--- src/rtl/term_ctrl_if.sv ---
// Bus between the terminal engine and its neighbours: rx byte strobe in,
// block write/copy requests out towards the text buffer, plus status.
interface term_ctrl_if #(
    parameter int ADDR_W = 11
);
    logic [7:0]        rx_data;
    logic              rx_valid;
    logic              overflow;
    logic [ADDR_W-1:0] cursor;
    logic              wr_start;
    logic [ADDR_W-1:0] wr_begin;
    logic [ADDR_W-1:0] wr_end;
    logic [7:0]        wr_data;
    logic [ADDR_W-1:0] wr_offset;
    logic              wr_complete;
    logic              busy;

    modport master (
        input  rx_data, rx_valid, wr_complete,
        output overflow, cursor, wr_start, wr_begin, wr_end, wr_data, wr_offset, busy
    );
    modport slave (
        output rx_data, rx_valid, wr_complete,
        input  overflow, cursor, wr_start, wr_begin, wr_end, wr_data, wr_offset, busy
    );
endinterface

--- src/rtl/term_ctrl.sv ---
// Terminal control engine: buffers rx bytes, parses control chars and CSI
// sequences, tracks the cursor and issues fill/copy requests to the text buffer.
module term_ctrl #(
    parameter int COLS       = 80,
    parameter int ROWS       = 25,
    parameter int FIFO_DEPTH = 16,
    parameter int TAB_W      = 8,
    localparam int ADDR_W    = $clog2(COLS*ROWS)
) (
    input logic          clk100,
    input logic          rst_n,
    term_ctrl_if.master  bus
);
    localparam int ROW_W     = $clog2(ROWS);
    localparam int COL_W     = $clog2(COLS);
    localparam int PTR_W     = $clog2(FIFO_DEPTH);
    localparam int CELLS     = COLS*ROWS;
    localparam int LAST_BASE = (ROWS-1)*COLS;

    typedef enum logic [1:0] {S_IDLE, S_WAIT, S_COPY} state_t;
    typedef enum logic [1:0] {P_DEF, P_ESC, P_CSI} pstate_t;

    state_t            r_state, w_state_next;
    pstate_t           r_pstate, w_pstate_next;
    logic [ROW_W-1:0]  r_row, w_row_next;
    logic [COL_W-1:0]  r_col, w_col_next;
    logic [7:0]        r_p0, w_p0_next, r_p1, w_p1_next;
    logic              r_idx, w_idx_next;
    logic              r_scroll_pend, w_pend_next;
    logic [ADDR_W-1:0] r_cursor;
    logic              r_wr_start, r_overflow;
    logic [ADDR_W-1:0] r_wr_begin, r_wr_end, r_wr_offset;
    logic [7:0]        r_wr_data;
    logic              w_issue;
    logic [ADDR_W-1:0] w_op_begin, w_op_end, w_op_offset;
    logic [7:0]        w_op_data;
    int                w_row_i, w_col_i, w_cur_i, w_n_i, w_acc_i;

    logic [7:0]        r_fifo [FIFO_DEPTH];
    logic [PTR_W:0]    r_wr_ptr, r_rd_ptr;
    logic              w_empty, w_full, w_push, w_pop, w_busy;
    logic [7:0]        w_byte;

    assign w_empty = (r_wr_ptr == r_rd_ptr);
    assign w_full  = (r_wr_ptr[PTR_W] != r_rd_ptr[PTR_W]) &&
                     (r_wr_ptr[PTR_W-1:0] == r_rd_ptr[PTR_W-1:0]);
    // A pop in the same cycle frees the slot, so a push into a full FIFO still lands.
    assign w_push  = bus.rx_valid && (!w_full || w_pop);
    assign w_byte  = r_fifo[r_rd_ptr[PTR_W-1:0]];

    always_ff @(posedge clk100) begin
        if (w_push) r_fifo[r_wr_ptr[PTR_W-1:0]] <= bus.rx_data;
    end

    always_ff @(posedge clk100 or negedge rst_n) begin
        if (!rst_n) r_state <= S_IDLE;
        else        r_state <= w_state_next;
    end

    always_comb begin
        w_state_next  = r_state;
        w_pstate_next = r_pstate;
        w_p0_next     = r_p0;
        w_p1_next     = r_p1;
        w_idx_next    = r_idx;
        w_pend_next   = r_scroll_pend;
        w_issue       = 1'b0;
        w_op_begin    = '0;
        w_op_end      = '0;
        w_op_data     = '0;
        w_op_offset   = '0;
        w_row_i       = int'(r_row);
        w_col_i       = int'(r_col);
        w_cur_i       = w_row_i*COLS + w_col_i;
        w_n_i         = (r_p0 == 8'd0) ? 1 : int'(r_p0);
        w_acc_i       = 0;
        case (r_state)
            S_IDLE: if (w_pop) begin
                case (r_pstate)
                    P_DEF: begin
                        case (w_byte)
                            8'h00, 8'h07: begin end
                            8'h08: if (w_col_i > 0) w_col_i = w_col_i - 1;
                            8'h09: begin
                                w_col_i = (w_col_i / TAB_W + 1) * TAB_W;
                                if (w_col_i > COLS-1) w_col_i = COLS-1;
                            end
                            8'h0A: begin
                                if (w_row_i == ROWS-1) begin
                                    w_issue      = 1'b1;
                                    w_op_end     = ADDR_W'(LAST_BASE);
                                    w_op_offset  = ADDR_W'(COLS);
                                    w_state_next = S_COPY;
                                end else begin
                                    w_row_i = w_row_i + 1;
                                end
                            end
                            8'h0D: w_col_i = 0;
                            8'h1B: w_pstate_next = P_ESC;
                            default: begin
                                w_issue      = 1'b1;
                                w_op_begin   = ADDR_W'(w_cur_i);
                                w_op_end     = ADDR_W'(w_cur_i + 1);
                                w_op_data    = w_byte;
                                w_state_next = S_WAIT;
                                // Wrapping off the last row defers the scroll until this fill completes.
                                if (w_col_i == COLS-1) begin
                                    w_col_i = 0;
                                    if (w_row_i == ROWS-1) w_pend_next = 1'b1;
                                    else                   w_row_i = w_row_i + 1;
                                end else begin
                                    w_col_i = w_col_i + 1;
                                end
                            end
                        endcase
                    end
                    P_ESC: begin
                        if (w_byte == 8'h5B) begin
                            w_pstate_next = P_CSI;
                            w_p0_next     = 8'd0;
                            w_p1_next     = 8'd0;
                            w_idx_next    = 1'b0;
                        end else begin
                            w_pstate_next = P_DEF;
                        end
                    end
                    P_CSI: begin
                        if (w_byte == 8'h1B) begin
                            w_pstate_next = P_ESC;
                        end else if (w_byte >= 8'h30 && w_byte <= 8'h39) begin
                            w_acc_i = (r_idx ? int'(r_p1) : int'(r_p0))*10 + int'(w_byte) - 48;
                            if (w_acc_i > 255) w_acc_i = 255;
                            if (r_idx) w_p1_next = 8'(w_acc_i);
                            else       w_p0_next = 8'(w_acc_i);
                        end else if (w_byte == 8'h3B) begin
                            w_idx_next = 1'b1;
                        end else if (w_byte >= 8'h40 && w_byte <= 8'h7E) begin
                            w_pstate_next = P_DEF;
                            case (w_byte)
                                8'h41: w_row_i = (w_row_i > w_n_i) ? w_row_i - w_n_i : 0;
                                8'h42: w_row_i = (w_row_i + w_n_i > ROWS-1) ? ROWS-1 : w_row_i + w_n_i;
                                8'h43: w_col_i = (w_col_i + w_n_i > COLS-1) ? COLS-1 : w_col_i + w_n_i;
                                8'h44: w_col_i = (w_col_i > w_n_i) ? w_col_i - w_n_i : 0;
                                8'h48, 8'h66: begin
                                    w_row_i = (w_n_i - 1 > ROWS-1) ? ROWS-1 : w_n_i - 1;
                                    w_col_i = ((r_p1 == 8'd0) ? 0 : int'(r_p1) - 1);
                                    if (w_col_i > COLS-1) w_col_i = COLS-1;
                                end
                                8'h4B: if (r_p0 <= 8'd2) begin
                                    w_issue      = 1'b1;
                                    w_state_next = S_WAIT;
                                    w_op_begin   = ADDR_W'((r_p0 == 8'd0) ? w_cur_i : w_row_i*COLS);
                                    w_op_end     = ADDR_W'((r_p0 == 8'd1) ? w_cur_i + 1 : w_row_i*COLS + COLS);
                                end
                                8'h4A: if (r_p0 <= 8'd2) begin
                                    w_issue      = 1'b1;
                                    w_state_next = S_WAIT;
                                    w_op_begin   = ADDR_W'((r_p0 == 8'd0) ? w_cur_i : 0);
                                    w_op_end     = ADDR_W'((r_p0 == 8'd1) ? w_cur_i + 1 : CELLS);
                                end
                                default: begin end
                            endcase
                        end
                    end
                    default: w_pstate_next = P_DEF;
                endcase
            end
            S_WAIT: if (bus.wr_complete) begin
                if (r_scroll_pend) begin
                    w_issue      = 1'b1;
                    w_op_end     = ADDR_W'(LAST_BASE);
                    w_op_offset  = ADDR_W'(COLS);
                    w_pend_next  = 1'b0;
                    w_state_next = S_COPY;
                end else begin
                    w_state_next = S_IDLE;
                end
            end
            S_COPY: if (bus.wr_complete) begin
                w_issue      = 1'b1;
                w_op_begin   = ADDR_W'(LAST_BASE);
                w_op_end     = ADDR_W'(CELLS);
                w_state_next = S_WAIT;
            end
            default: w_state_next = S_IDLE;
        endcase
        w_row_next = ROW_W'(w_row_i);
        w_col_next = COL_W'(w_col_i);
    end

    always_comb begin
        w_pop  = (r_state == S_IDLE) && !w_empty;
        w_busy = (r_state != S_IDLE) || !w_empty;
    end

    always_ff @(posedge clk100 or negedge rst_n) begin
        if (!rst_n) begin
            r_pstate      <= P_DEF;
            r_row         <= '0;
            r_col         <= '0;
            r_p0          <= '0;
            r_p1          <= '0;
            r_idx         <= 1'b0;
            r_scroll_pend <= 1'b0;
            r_cursor      <= '0;
            r_wr_start    <= 1'b0;
            r_wr_begin    <= '0;
            r_wr_end      <= '0;
            r_wr_data     <= '0;
            r_wr_offset   <= '0;
            r_overflow    <= 1'b0;
            r_wr_ptr      <= '0;
            r_rd_ptr      <= '0;
        end else begin
            r_pstate      <= w_pstate_next;
            r_row         <= w_row_next;
            r_col         <= w_col_next;
            r_p0          <= w_p0_next;
            r_p1          <= w_p1_next;
            r_idx         <= w_idx_next;
            r_scroll_pend <= w_pend_next;
            r_cursor      <= ADDR_W'(int'(r_row)*COLS + int'(r_col));
            r_wr_start    <= w_issue;
            if (w_issue) begin
                r_wr_begin  <= w_op_begin;
                r_wr_end    <= w_op_end;
                r_wr_data   <= w_op_data;
                r_wr_offset <= w_op_offset;
            end
            if (bus.rx_valid && w_full && !w_pop) r_overflow <= 1'b1;
            if (w_push) r_wr_ptr <= r_wr_ptr + 1'b1;
            if (w_pop)  r_rd_ptr <= r_rd_ptr + 1'b1;
        end
    end

    assign bus.overflow  = r_overflow;
    assign bus.cursor    = r_cursor;
    assign bus.wr_start  = r_wr_start;
    assign bus.wr_begin  = r_wr_begin;
    assign bus.wr_end    = r_wr_end;
    assign bus.wr_data   = r_wr_data;
    assign bus.wr_offset = r_wr_offset;
    assign bus.busy      = w_busy;
endmodule

--- src/flat_wrapper.sv ---
// flat-port wrapper written by rule: the top's interface ports become plain ports
module term_ctrl_flat 
#(
    parameter int COLS       = 80,
    parameter int ROWS       = 25,
    parameter int FIFO_DEPTH = 16,
    parameter int TAB_W      = 8,
    localparam int ADDR_W    = $clog2(COLS*ROWS)
)
  (clk100, rst_n, bus_rx_data, bus_rx_valid, bus_wr_complete, bus_overflow, bus_cursor, bus_wr_start, bus_wr_begin, bus_wr_end, bus_wr_data, bus_wr_offset, bus_busy);
  term_ctrl_if #(.ADDR_W(11)) bus_i ();
  input logic clk100;
  input logic rst_n;
  input wire logic [$bits(bus_i.rx_data)-1:0] bus_rx_data;
  input wire logic [$bits(bus_i.rx_valid)-1:0] bus_rx_valid;
  input wire logic [$bits(bus_i.wr_complete)-1:0] bus_wr_complete;
  output wire logic [$bits(bus_i.overflow)-1:0] bus_overflow;
  output wire logic [$bits(bus_i.cursor)-1:0] bus_cursor;
  output wire logic [$bits(bus_i.wr_start)-1:0] bus_wr_start;
  output wire logic [$bits(bus_i.wr_begin)-1:0] bus_wr_begin;
  output wire logic [$bits(bus_i.wr_end)-1:0] bus_wr_end;
  output wire logic [$bits(bus_i.wr_data)-1:0] bus_wr_data;
  output wire logic [$bits(bus_i.wr_offset)-1:0] bus_wr_offset;
  output wire logic [$bits(bus_i.busy)-1:0] bus_busy;
  assign bus_i.rx_data = bus_rx_data;
  assign bus_i.rx_valid = bus_rx_valid;
  assign bus_i.wr_complete = bus_wr_complete;
  assign bus_overflow = bus_i.overflow;
  assign bus_cursor = bus_i.cursor;
  assign bus_wr_start = bus_i.wr_start;
  assign bus_wr_begin = bus_i.wr_begin;
  assign bus_wr_end = bus_i.wr_end;
  assign bus_wr_data = bus_i.wr_data;
  assign bus_wr_offset = bus_i.wr_offset;
  assign bus_busy = bus_i.busy;
  term_ctrl #(.COLS(COLS), .ROWS(ROWS), .FIFO_DEPTH(FIFO_DEPTH), .TAB_W(TAB_W)) u_core (.clk100(clk100), .rst_n(rst_n), .bus(bus_i));
endmodule
--- config.mk ---
export PLATFORM = sky130hd
export DESIGN_NAME = term_ctrl_flat
export DESIGN_NICKNAME = d
export VERILOG_FILES = /design/src/rtl/term_ctrl_if.sv /design/src/rtl/term_ctrl.sv /design/src/flat_wrapper.sv
export SDC_FILE = /design/constraint.sdc
export NUM_CORES = 1
export LEC_CHECK = 0
export CORE_MARGIN = 10
export CORE_UTILIZATION = 40
export DETAILED_ROUTE_END_ITERATION = 12
export GPL_TIMING_DRIVEN = 0
export PLACE_DENSITY = 0.59
export SYNTH_ARGS = -nofsm -noshare
export SYNTH_HDL_FRONTEND = slang
export SYNTH_SLANG_ARGS = --single-unit
--- constraint.sdc ---
create_clock -name clk100 -period 11.7 [get_ports clk100]
set_input_delay 3.51 -clock clk100 [delete_from_list [all_inputs] [get_ports clk100]]
set_output_delay 3.51 -clock clk100 [all_outputs]
set_load 0.01 [all_outputs]
==> results of run 1 <==
[stage by stage]
step                utilization [%]  cell area [um2]  hold WS [ps]  std cells  worst slack, ps
floorplan                         -            14000           411       1319             6570
global placement               43.9            15100           461       1831             3600
detailed placement             44.0            15200           465       1832             5570
CTS                            46.3            16000           474       1876             5120
global route                   46.4            16000           480       1876             4980
finish                         46.4            16000           473       1876             5160
[routing by layer]
| layer | global-route usage (%) | vias up |
|---|---|---|
| met2 | 30.7 | 329 |
| li1 | - | 5097 |
| met3 | 1.94 | 72 |
| met5 | 0 | - |
| met4 | 5.07 | 0 |
| met1 | 23.6 | 5390 |
[synthesized netlist by cell type (all sizes together) (6+ instances only)]
cell type	number
a211o	7
a211oi	14
a21o	19
a21oi	66
a221o	8
a221oi	7
a22o	15
a22oi	16
and2	9
and3	14
buf	32
clkbuf	34
dfrtp	88
edfxtp	128
fa	8
ha	84
inv	77
mux2	22
mux2i	46
mux4	33
nand2	110
nand2b	13
nand3	57
nand3b	12
nand4	11
nor2	79
nor2b	12
nor3	22
nor3b	6
o2111ai	7
o211ai	7
o21a	11
o21ai	65
o21bai	7
o221ai	8
o22ai	13
o31ai	6
xnor2	41
xor2	25
[how the worst max path moves through the flow]
stage | from | endpoint | slack (ps) | depth (start not counted)
after global routing | u_core.r_rd_ptr[2] | bus_busy | 4980 | 10
final | u_core.r_rd_ptr[2] | bus_busy | 5160 | 10
after detailed placement | u_core.r_rd_ptr[3] | u_core.r_p1[1] | 5570 | 22
after global placement | rst_n | u_core.r_wr_ptr[2] | 3600 | 1
after floorplan | u_core.r_idx | u_core.r_p0[0] | 6570 | 22
after CTS | u_core.r_rd_ptr[2] | bus_busy | 5120 | 10
[critical path, delay by kind of cell, from the launching register on]
family	cells	cell delay [ps]
simple gates	3	420
flops	1	320
xor+xnor	1	130
buf+inv	6	1590
[cell families (layout without fill, tap and decap cells)]
kind of cell	count (synthesis)	in the layout	share of synthesized area [%]
other	1	9	0.0268
DFF	216	216	43.3
buffers and inverters	145	247	4.73
and+or+nand+nor	371	371	13.0
muxes	101	101	10.4
AOI/OAI and AO/OA	319	319	15.8
xor gates and xnor gates	66	66	4.14
adders and majority gates	92	92	8.67
[layout make-up]
type                       instances  area [um2]
multi-input combinational        958        7310
fill                            3238       18500
sequential                       216        6050
inverter                          79         297
timing repair buffer              58         596
buffer                            66         364
clock buffer                      28         626
clock inverter                    16         165
tap                              455         569
[where the power goes]
part           internal [W]  switching [W]
clock network      0.000432       0.000333
registers          0.000958       0.000108
logic              0.000876        0.00125
[registers in the layout, indices dropped and copies added, names as in the netlist]
name,flops
u_core.r_scroll_pend,1
u_core.r_fifo,128
u_core.bus.cursor,11
u_core.r_rd_ptr,5
u_core.bus.wr_begin,11
u_core.bus.wr_offset,1
u_core.r_idx,1
u_core.r_p1,8
u_core.bus.overflow,1
u_core.r_wr_ptr,5
u_core.bus.wr_end,11
u_core.r_row,5
u_core.bus.wr_start,1
u_core.r_col,7
u_core.r_state,2
u_core.r_pstate,2
u_core.bus.wr_data,8
u_core.r_p0,8
==> metrics.txt, run 1 <==
# TYPE chip_impl_metric gauge
chip_impl_metric{name="final_layout_size_suffix_gt1_share",unit="%"} 9.29
chip_impl_metric{name="power.density_cell_area",unit="nW/um2"} 248
chip_impl_metric{name="syn_area",unit="um2"} 14000
chip_impl_info{name="setup.worst_path.class",value="reg -> out"} 1
chip_impl_metric{name="synthDominantCellAreaShare",unit="%"} 27.5
chip_impl_metric{name="finish.net_count",unit=""} 1507
chip_impl_metric{name="worst-path-max-fanout",unit=""} 10
chip_impl_metric{name="finalWorstPathRequiredPeriod",unit="ps"} 6540
chip_impl_metric{name="dr_wl_met3",unit="um"} 1800
chip_impl_metric{name="peakVddDrop",unit="mV"} 0.136
chip_impl_metric{name="slew_violations",unit=""} 0
chip_impl_info{name="critPathSlowestCell",value="sky130_fd_sc_hd__clkdlybuf4s50_1"} 1
chip_impl_metric{name="vias",unit=""} 10888
chip_impl_metric{name="starting_drc_count_in_detailed_routing",unit=""} 768
chip_impl_info{name="critical_path.startpoint_type",value="flop"} 1
chip_impl_metric{name="drt-met1-wl",unit="um"} 17000
chip_impl_metric{name="finalPower",unit="W"} 0.00396
chip_impl_metric{name="ys_async_sr_fraction",unit="%"} 40.7
chip_impl_metric{name="clockBufferDepth",unit=""} 3
chip_impl_metric{name="synth.ff_latch_count",unit=""} 216
chip_impl_metric{name="power_leakage",unit="nW"} 6.34
chip_impl_metric{name="drt-pass1-iter-count",unit=""} 5
chip_impl_metric{name="clock_sinks",unit=""} 216
chip_impl_metric{name="detailedPlacementHpwl",unit="um"} 29400
chip_impl_info{name="rsz_0062_raised_after_global_routing",value="false"} 1
chip_impl_info{name="critical-path-top-cell-by-count",value="sky130_fd_sc_hd__buf_6"} 1
chip_impl_info{name="top_cells_by_area_in_the_synthesized_netlist",value="sky130_fd_sc_hd__edfxtp_1, sky130_fd_sc_hd__dfrtp_1, sky130_fd_sc_hd__ha_1"} 1
chip_impl_info{name="worstReg2RegStart",value="u_core.r_rd_ptr[3]"} 1
chip_impl_metric{name="height_of_the_chip",unit="um"} 207
chip_impl_info{name="crit-reg2reg-capture",value="u_core.r_p0[0]"} 1
chip_impl_metric{name="hold_path_depth",unit=""} 0
chip_impl_info{name="run_status",value="finished clean"} 1
chip_impl_metric{name="dr_wl_met2",unit="um"} 19100
chip_impl_metric{name="clk_pin_slew_worst_paths",unit="ps"} 70
chip_impl_metric{name="post-cts-setup-buffer-count",unit=""} 0
chip_impl_metric{name="cts_htree_levels",unit=""} 1
chip_impl_info{name="most_frequent_cells_in_the_layout",value="sky130_fd_sc_hd__edfxtp_1, sky130_fd_sc_hd__nand2_1, sky130_fd_sc_hd__dfrtp_1"} 1
chip_impl_info{name="hold-path-endpoint",value="u_core.bus.cursor[2]"} 1
chip_impl_metric{name="placeableCoreArea",unit="um2"} 34500
chip_impl_metric{name="fin_tns_setup",unit="ps"} 0
chip_impl_metric{name="yosys_warnings",unit=""} 0
chip_impl_info{name="hold_path.class",value="reg -> reg"} 1
chip_impl_metric{name="die_width",unit="um"} 207
chip_impl_metric{name="num_rows",unit=""} 68
chip_impl_metric{name="ys_seq_area_share",unit="%"} 43.3
chip_impl_metric{name="syn_to_final_growth",unit="%"} 14.4
chip_impl_info{name="synth.largest_area_cell",value="sky130_fd_sc_hd__edfxtp_1"} 1
chip_impl_metric{name="largest_net_degree_at_the_start_of_global_routing",unit=""} 65
chip_impl_metric{name="crit_path_max_incr_delay",unit="ps"} 480
chip_impl_metric{name="slew_of_the_pin_with_the_lowest_slew_margin",unit="ps"} 1190
chip_impl_metric{name="wl_per_cell",unit="um"} 20.7
chip_impl_metric{name="gp_routability_congestion",unit=""} 0.907
chip_impl_metric{name="drc",unit=""} 0
chip_impl_metric{name="remaining_global_route_overflow",unit=""} 0
chip_impl_metric{name="timing_hold_violations_final",unit=""} 0
chip_impl_metric{name="routed_wirelength",unit="um"} 38800
chip_impl_info{name="yosys_most_used_dff",value="sky130_fd_sc_hd__edfxtp_1"} 1
chip_impl_info{name="cts_tree",value="yes"} 1
chip_impl_metric{name="worstSkewPairLatency",unit="ps"} 560
chip_impl_metric{name="number_of_buffers_created_by_cts",unit=""} 24
chip_impl_metric{name="timing.max_slew.rel_slack",unit="%"} 18.9
chip_impl_metric{name="yosys.cell_types.count",unit=""} 82
chip_impl_metric{name="antenna_left",unit=""} 0
chip_impl_metric{name="start_util",unit="%"} 40.5
chip_impl_metric{name="insertedDiodeCount",unit=""} 0
chip_impl_metric{name="port-buffer-count",unit=""} 57
chip_impl_metric{name="synth_cells",unit=""} 1311
chip_impl_info{name="setup.worst_path.end_class",value="primary output"} 1
chip_impl_info{name="path_cells",value="buf_2 > buf_6 > buf_6 > buf_4 > buf_6 > xnor2_1 > nand4_1 > nor2_1 > nand2_1 > clkdlybuf4s50_1"} 1
chip_impl_metric{name="grt_pass1_wl",unit="um"} 60700
chip_impl_metric{name="worstPathArrival",unit="ps"} 3030
chip_impl_metric{name="maxCapViolations",unit=""} 0
chip_impl_metric{name="fin_skew",unit="ps"} 29.1
chip_impl_metric{name="synth_enable_flop_cells",unit=""} 128
chip_impl_metric{name="grt_use_total",unit="%"} 17.9
chip_impl_metric{name="cts.repair.resized",unit=""} 0
chip_impl_metric{name="antenna_violations_before_repair",unit=""} 0
chip_impl_metric{name="ios",unit=""} 67
chip_impl_metric{name="grt_pass1_vias",unit=""} 10588
chip_impl_metric{name="viasPerCell",unit=""} 5.80
chip_impl_info{name="most_common_cell_after_layout_fill_and_taps_aside",value="sky130_fd_sc_hd__edfxtp_1"} 1
chip_impl_info{name="dr.max_layer_used",value="met4"} 1
chip_impl_metric{name="rr_worst_depth",unit=""} 22
chip_impl_metric{name="die-area",unit="um2"} 42800
chip_impl_metric{name="layout_worst_path_cycle_share",unit="%"} 55.9
chip_impl_metric{name="setup_viol",unit=""} 0
chip_impl_metric{name="worst-r2r-setup-slack",unit="ps"} 5590
chip_impl_info{name="min-delay-start",value="u_core.r_col[2]"} 1
chip_impl_metric{name="clock.fmax",unit="GHz"} 0.153
chip_impl_info{name="ctsRootBufferMaster",value="sky130_fd_sc_hd__clkbuf_16"} 1
chip_impl_metric{name="ctsHoldBuffers",unit=""} 0
chip_impl_metric{name="cp_data_required_time",unit="ps"} 8190
chip_impl_metric{name="synthesis.area_per_instance",unit="um2"} 10.7
No activity file was read; power rests on OpenSTA's default activity.
==> run 2: changes to the inputs <==
Clock period 11.7 ns to 6.8 ns, I/O delays scaled along.
==> results of run 2 <==
Same layout as run 1 (identical final DEF). Status: finished clean.
Among the figures that moved: setup slack after placement 5570 ps -> 665 ps; setup slack after layout 5160 ps -> 693 ps; start point of the critical path u_core.r_rd_ptr[2] -> u_core.r_rd_ptr[3]; end point of the critical path bus_busy -> u_core.r_p0[0]; register-to-register setup slack 5590 ps -> 690 ps; total power 0.00396 W -> 0.00681 W; worst IR drop on VDD 0.136 mV -> 0.234 mV
